$ cat src/rtl/coreport_debounce.sv
// coreport_debounce: per-pin synchroniser and debounce filter ahead of the GPIO port input path.
// Optional feature macro: COREPORT_DEBOUNCE_EDGE_EN enables the registered rise/fall pulse outputs.
`default_nettype none

module coreport_debounce #(
  parameter int              WIDTH         = 8,
  parameter int              PRESCALE      = 4,
  parameter int              DEPTH         = 3,
  parameter logic [WIDTH-1:0] INITIAL_LEVEL = '0
) (
  input  logic             wb_clk,
  input  logic             wb_rst,
  input  logic [WIDTH-1:0] pin_i,
  input  logic [WIDTH-1:0] en_i,
  output logic [WIDTH-1:0] out_o,
  output logic [WIDTH-1:0] rise_o,
  output logic [WIDTH-1:0] fall_o
);

  localparam int PW = (PRESCALE > 1) ? $clog2(PRESCALE) : 1;
  localparam int CW = (DEPTH > 1) ? $clog2(DEPTH) : 1;
  localparam logic [PW-1:0] PRE_LAST = PW'(PRESCALE - 1);
  localparam logic [CW-1:0] CNT_LAST = CW'(DEPTH - 1);

  logic [PW-1:0]    pre_q, pre_d;
  logic             tick;
  logic [WIDTH-1:0] s1_q, s2_q;
  logic [WIDTH-1:0] out_q, out_d;
  logic [CW-1:0]    cnt_q [WIDTH];
  logic [CW-1:0]    cnt_d [WIDTH];

  assign tick = (pre_q == PRE_LAST);

  always_comb begin
    pre_d = tick ? '0 : pre_q + PW'(1);
    out_d = out_q;
    for (int i = 0; i < WIDTH; i++) begin
      cnt_d[i] = cnt_q[i];
      if (!en_i[i]) begin
        out_d[i] = s2_q[i];
        cnt_d[i] = '0;
      end else if (tick) begin
        if (s2_q[i] == out_q[i]) begin
          cnt_d[i] = '0;
        end else if (cnt_q[i] == CNT_LAST) begin
          // DEPTH consecutive mismatching ticks seen: accept the new level
          out_d[i] = s2_q[i];
          cnt_d[i] = '0;
        end else begin
          cnt_d[i] = cnt_q[i] + CW'(1);
        end
      end
    end
  end

  always_ff @(posedge wb_clk or posedge wb_rst) begin
    if (wb_rst) begin
      pre_q <= '0;
      s1_q  <= INITIAL_LEVEL;
      s2_q  <= INITIAL_LEVEL;
      out_q <= INITIAL_LEVEL;
      for (int i = 0; i < WIDTH; i++) cnt_q[i] <= '0;
    end else begin
      pre_q <= pre_d;
      s1_q  <= pin_i;
      s2_q  <= s1_q;
      out_q <= out_d;
      for (int i = 0; i < WIDTH; i++) cnt_q[i] <= cnt_d[i];
    end
  end

  assign out_o = out_q;

`ifdef COREPORT_DEBOUNCE_EDGE_EN
  logic [WIDTH-1:0] rise_q, rise_d;
  logic [WIDTH-1:0] fall_q, fall_d;

  // Pulses are computed from the same next-state as out_q, so they align with the out_o change
  always_comb begin
    rise_d = ~out_q & out_d;
    fall_d = out_q & ~out_d;
  end

  always_ff @(posedge wb_clk or posedge wb_rst) begin
    if (wb_rst) begin
      rise_q <= '0;
      fall_q <= '0;
    end else begin
      rise_q <= rise_d;
      fall_q <= fall_d;
    end
  end

  assign rise_o = rise_q;
  assign fall_o = fall_q;
`else
  assign rise_o = '0;
  assign fall_o = '0;
`endif

endmodule

`default_nettype wire

$ cat config.mk
export PLATFORM = sky130hd
export DESIGN_NAME = coreport_debounce
export DESIGN_NICKNAME = d
export VERILOG_FILES = /design/src/rtl/coreport_debounce.sv
export SDC_FILE = /design/constraint.sdc
export NUM_CORES = 1
export LEC_CHECK = 0
export CAP_MARGIN = 25
export CORE_UTILIZATION = 30
export CTS_BUF_LIST = sky130_fd_sc_hd__clkbuf_8
export DETAILED_ROUTE_END_ITERATION = 10
export SYNTH_ARGS = -nofsm -noshare
export SYNTH_HDL_FRONTEND = slang
export SYNTH_SLANG_ARGS = --single-unit
$ cat constraint.sdc
create_clock -name wb_clk -period 3.87 [get_ports wb_clk]
set_input_delay 0.387 -clock wb_clk [delete_from_list [all_inputs] [get_ports wb_clk]]
set_output_delay 0.387 -clock wb_clk [all_outputs]
set_load 0.005 [all_outputs]
# Word level (Yosys, flattened, before mapping)
# Cells that the tools add are included.
# totals
reg_bits	42
input_bits	18
output_inout_bits	24
wordCells	142
# op_classes
add_sub_neg	9
eq_ne	41
mux	65
n_reduce_logical	8
# ops
cell	n
$mux W2	33
$mux W1	32
$ne A2 B1 Y1 const B	16
$reduce_and A3 Y1	8
$add A2 B1 Y2 const B	9
$eq A2 B2 Y1 const B	9
$ne A2 B2 Y1 const B	8
$eq A1 B1 Y1	8

# Logic depth before layout (Yosys ltp)
# logic_depth
depth_word	5
ltp_mapped	5
depth_no_buf	3

# Worst setup path before layout
# OpenSTA, ideal clock, no wires.
# synth_path
path_type	register to register
startpoint	reg pre_q[0]
endpoint	reg out_q[3], in the netlist out_o[3]
setup_time_ns	0.126
arrival_ns	1.195
required_ns	3.744
slack_ns	2.549
path_stages_with_launch	5
path_buffers	1
period_less_slack_ns	1.321
cell_sequence	dfrtp_1 -> ha_1 -> buf_6 -> and4b_1 -> a311o_1
# synth_between
elab_chain_len	3
# synth_lines
item	line	text
from (decl)	25	logic [PW-1:0] pre_q, pre_d;
from (signal assigned)	64	pre_q <= pre_d;
$eq A2 B2 Y1	32	assign tick = (pre_q == PRE_LAST);
$ne A2 B1 Y1 (no line)	n/a	
$reduce_and A3 Y1 (no line)	n/a	
to (signal assigned)	67	out_q <= out_d;
to (decl)	28	logic [WIDTH-1:0] out_q, out_d;
# Every way passes these cells.
# A chain may end at the register's enable or synchronous reset.

# Worst setup path in the final report
# layout_path
startpoint	reg pre_q[0]
endpoint	reg out_q[6], in the netlist out_o[6]
# The elaborated chain is that of the path after synthesis.

==> results.md <==
* Status: completed
* Cell Pwr Density at between 300 and 400 nW/µm²
* Rows at 28
* Fillers at just under 600
* GRT overflow at 0
* Placed cell count at 250
* Post-Layout Cell Count at roughly 260
* Tmin final at 1.831 ns
* Worst hold start: s1_q[3]$_DFF_PP0_
* IO Count at 42
* Hold slack at roughly 0.35 ns
* Hold Crit Depth at 0
* Share of cells above drive strength 1 at 0.03846
* Unique masters post-synth at 19
* Crit path launch type: flop
* Fin nets at 201
* CTS Buf Count at 5
* Final Hold Fails at 0
* Yosys reg bits at between 40 and 50
* Clock Latency Late Sink at between 0.2 and 0.3 ns
* Unrepaired setup endpoints after global routing: false
* Clock slew at reported path FFs at roughly 0.07 ns
* GRT Util Overall at 0.1072
* Die X at about 80 µm
* Worst Path Required at about 4 ns
* Commonest cells after routing, fill and taps aside: dfrtp_1, clkdlybuf4s50_1, nand3b_1, conb_1, nand2_1
* Placer Congestion at 0.6978
* Post-Syn Area at between 1500 and 2000 µm²
* XOR/XNOR Fraction of Synth Area at 0.03679
* Compound-cell area share of the yosys netlist at 0.09855
* Commonest non-fill, non-tap cell in the layout: dfrtp_1
* Largest family of logic cells by synthesized area: simple AND/OR/NAND/NOR gates
* Root Buffer: clkbuf_8
* HP Class: reg2reg
* Core area at 6026 µm²
* CTS tree: built
* Register Area at ~1100 µm²
* Port buffer count at 25
* Setup TNS at 0 ns
* VDD IR max at roughly 0.17 mV
* Global-route wire length before repair at around 5400 µm
* Worst-path fanout max at 29
* Post-DP HPWL at 2071 µm
* Area occupied by multi-input gates at 743.2 µm²
* Reg-to-reg critical path startpoint: pre_q[0]$_DFF_PP0_
* Die H at approximately 82 µm
* Vias per cell at around 4.8
* Worst-margin pin slew at 0.8569 ns
* CP Capture Type: flop
* Post-route ant nets at 0
* Worst slew margin at 0.4279
* CTS Buffer Depth at 2
* Pins Over Slew Limit at 0
* Post-synthesis mux area share at 0
* Final antenna diode count at 0
* Cts repair resizes at 0
* Pre-antenna DRT Iters at 4
* Setup bufs post-CTS at 0
* Total Wirelength at 3101 µm
* Clk sinks at 42
* Area Overhead vs Synth at 17.08%
* Initial drt markers at 32
* Fin Clk Skew at roughly 0.0025 ns
* Vias in the first global route at between 1,000 and 1,500
* Initial antenna violation count at 0
* Max-cap viol count at 0
* Cells after synthesis at approximately 160
* Fmax at roughly 550 MHz
* Vias at roughly 1,200
* Seq/Total Area, Yosys at 0.5519
* Worst reg2reg path depth at 4
* Power Total at 0.8134 mW
* R2R Path End: out_o[6]$_DFFE_PP0P_
* Pin count of the biggest net entering global routing at 43
* FF-to-FF setup slack at slightly above 2 ns
* WHS Endpoint: s2_q[3]$_DFF_PP0_
* Final period utilization at 0.4730
* Syn. warnings at 0
* DRC at 0
* Crit Path Class: reg2reg
* Pleak at 0.9013 nW
* Simple-gate share of the synthesized area at 0.2168
* Synth Area in Adders at 0.006570
* Htree depth at 2
* Die area at 6670 µm²
* Mean post-synth cell area at between 10 and 15 µm²
* Final setup fails at 0
* Data arrival time of the critical path at ~2 ns
* Drt wl/cell at around 12 µm
* Post-CTS Hold Buffers at 0
* Initial core utilization at 0.3160
cells by family (layout without fill, tap and decap cells):
logic type               after synthesis  count (layout)
XOR/XNOR                               8               8
adder cells (fa/ha/maj)                1               1
AND/OR/NAND/NOR                       56              56
other                                  1              16
AO/OA/AOI/OAI                         24              24
flip-flops                            42              42
buffers and inverters                 23              35
report_power, final:
group | internal (mW) | switching, mW
Combinational | 0.0474 | 0.0336
Clock | 0.119 | 0.135
Sequential | 0.460 | 0.0185
Total | 0.626 | 0.187
metrics by stage:
stage / setup WS [ns] / area (µm²) / util
after floorplan: 2.509 / 1961 / -
after global placement: 2.110 / 2153 / 0.3574
after detailed placement: 2.027 / 2153 / 0.3574
after CTS: 2.027 / 2230 / 0.3700
after global routing: 1.867 / 2230 / 0.3700
final: 2.039 / 2230 / 0.3700
sequential cells by signal (all words and copies together), names as in the netlist:
signal  count
s1_q        8
out_o       8
cnt_q      16
pre_q       2
s2_q        8
worst max-delay path, cell delays in order, from the launching register on:
cell      delay (ns)
dfrtp_1         0.35
ha_1            0.52
buf_4           0.37
nand3b_1        0.12
a311o_1         0.36
area by class of cell:
type                       instances  share of cell area
clock buffer                       5             0.03086
clock inverter                     2            0.003367
inverter                           2            0.003367
multi-input combinational        105              0.3333
sequential                        42              0.4714
tap                               75             0.04209
timing repair buffer              26              0.1156
metal layers:
layer,global-route usage,share of wire
met1,0.1282,0.46
met2,0.1767,0.47
met3,0.03333,0.047
met4,0.04737,0.015
met5,0,0
worst max-delay path by stage:
stage | startpoint | to | slack, ns | cells past startpoint
6_report | pre_q[0]$_DFF_PP0_ | out_o[6]$_DFFE_PP0P_ | 2.04 | 4
5_1_grt | pre_q[0]$_DFF_PP0_ | out_o[6]$_DFFE_PP0P_ | 1.87 | 4
4_1_cts | pre_q[0]$_DFF_PP0_ | out_o[6]$_DFFE_PP0P_ | 2.03 | 4
3_5_place_dp | pre_q[0]$_DFF_PP0_ | out_o[6]$_DFFE_PP0P_ | 2.03 | 4
3_3_place_gp | pre_q[0]$_DFF_PP0_ | out_o[6]$_DFFE_PP0P_ | 2.11 | 4
2_1_floorplan | wb_rst | cnt_q[0]$_DFFE_PP0P_ | 2.51 | 1
cells in the mapped netlist:
cell type / instances / share of area
a311o_1: 8 / 0.042
and4b_1: 8 / 0.042
buf_2: 1 / 0.0026
buf_4: 19 / 0.075
buf_6: 1 / 0.0059
conb_1: 1 / 0.0020
dfrtp_1: 42 / 0.55
ha_1: 1 / 0.0066
inv_1: 2 / 0.0039
nand2_1: 9 / 0.018
nand3b_1: 20 / 0.079
nand4b_1: 7 / 0.032
nand4bb_1: 3 / 0.018
nor2_1: 1 / 0.0020
nor2b_1: 8 / 0.026
o21ai_0: 6 / 0.016
o22ai_1: 4 / 0.013
o41ai_1: 6 / 0.028
xnor2_1: 8 / 0.037
(Power assumes the default switching activity.)
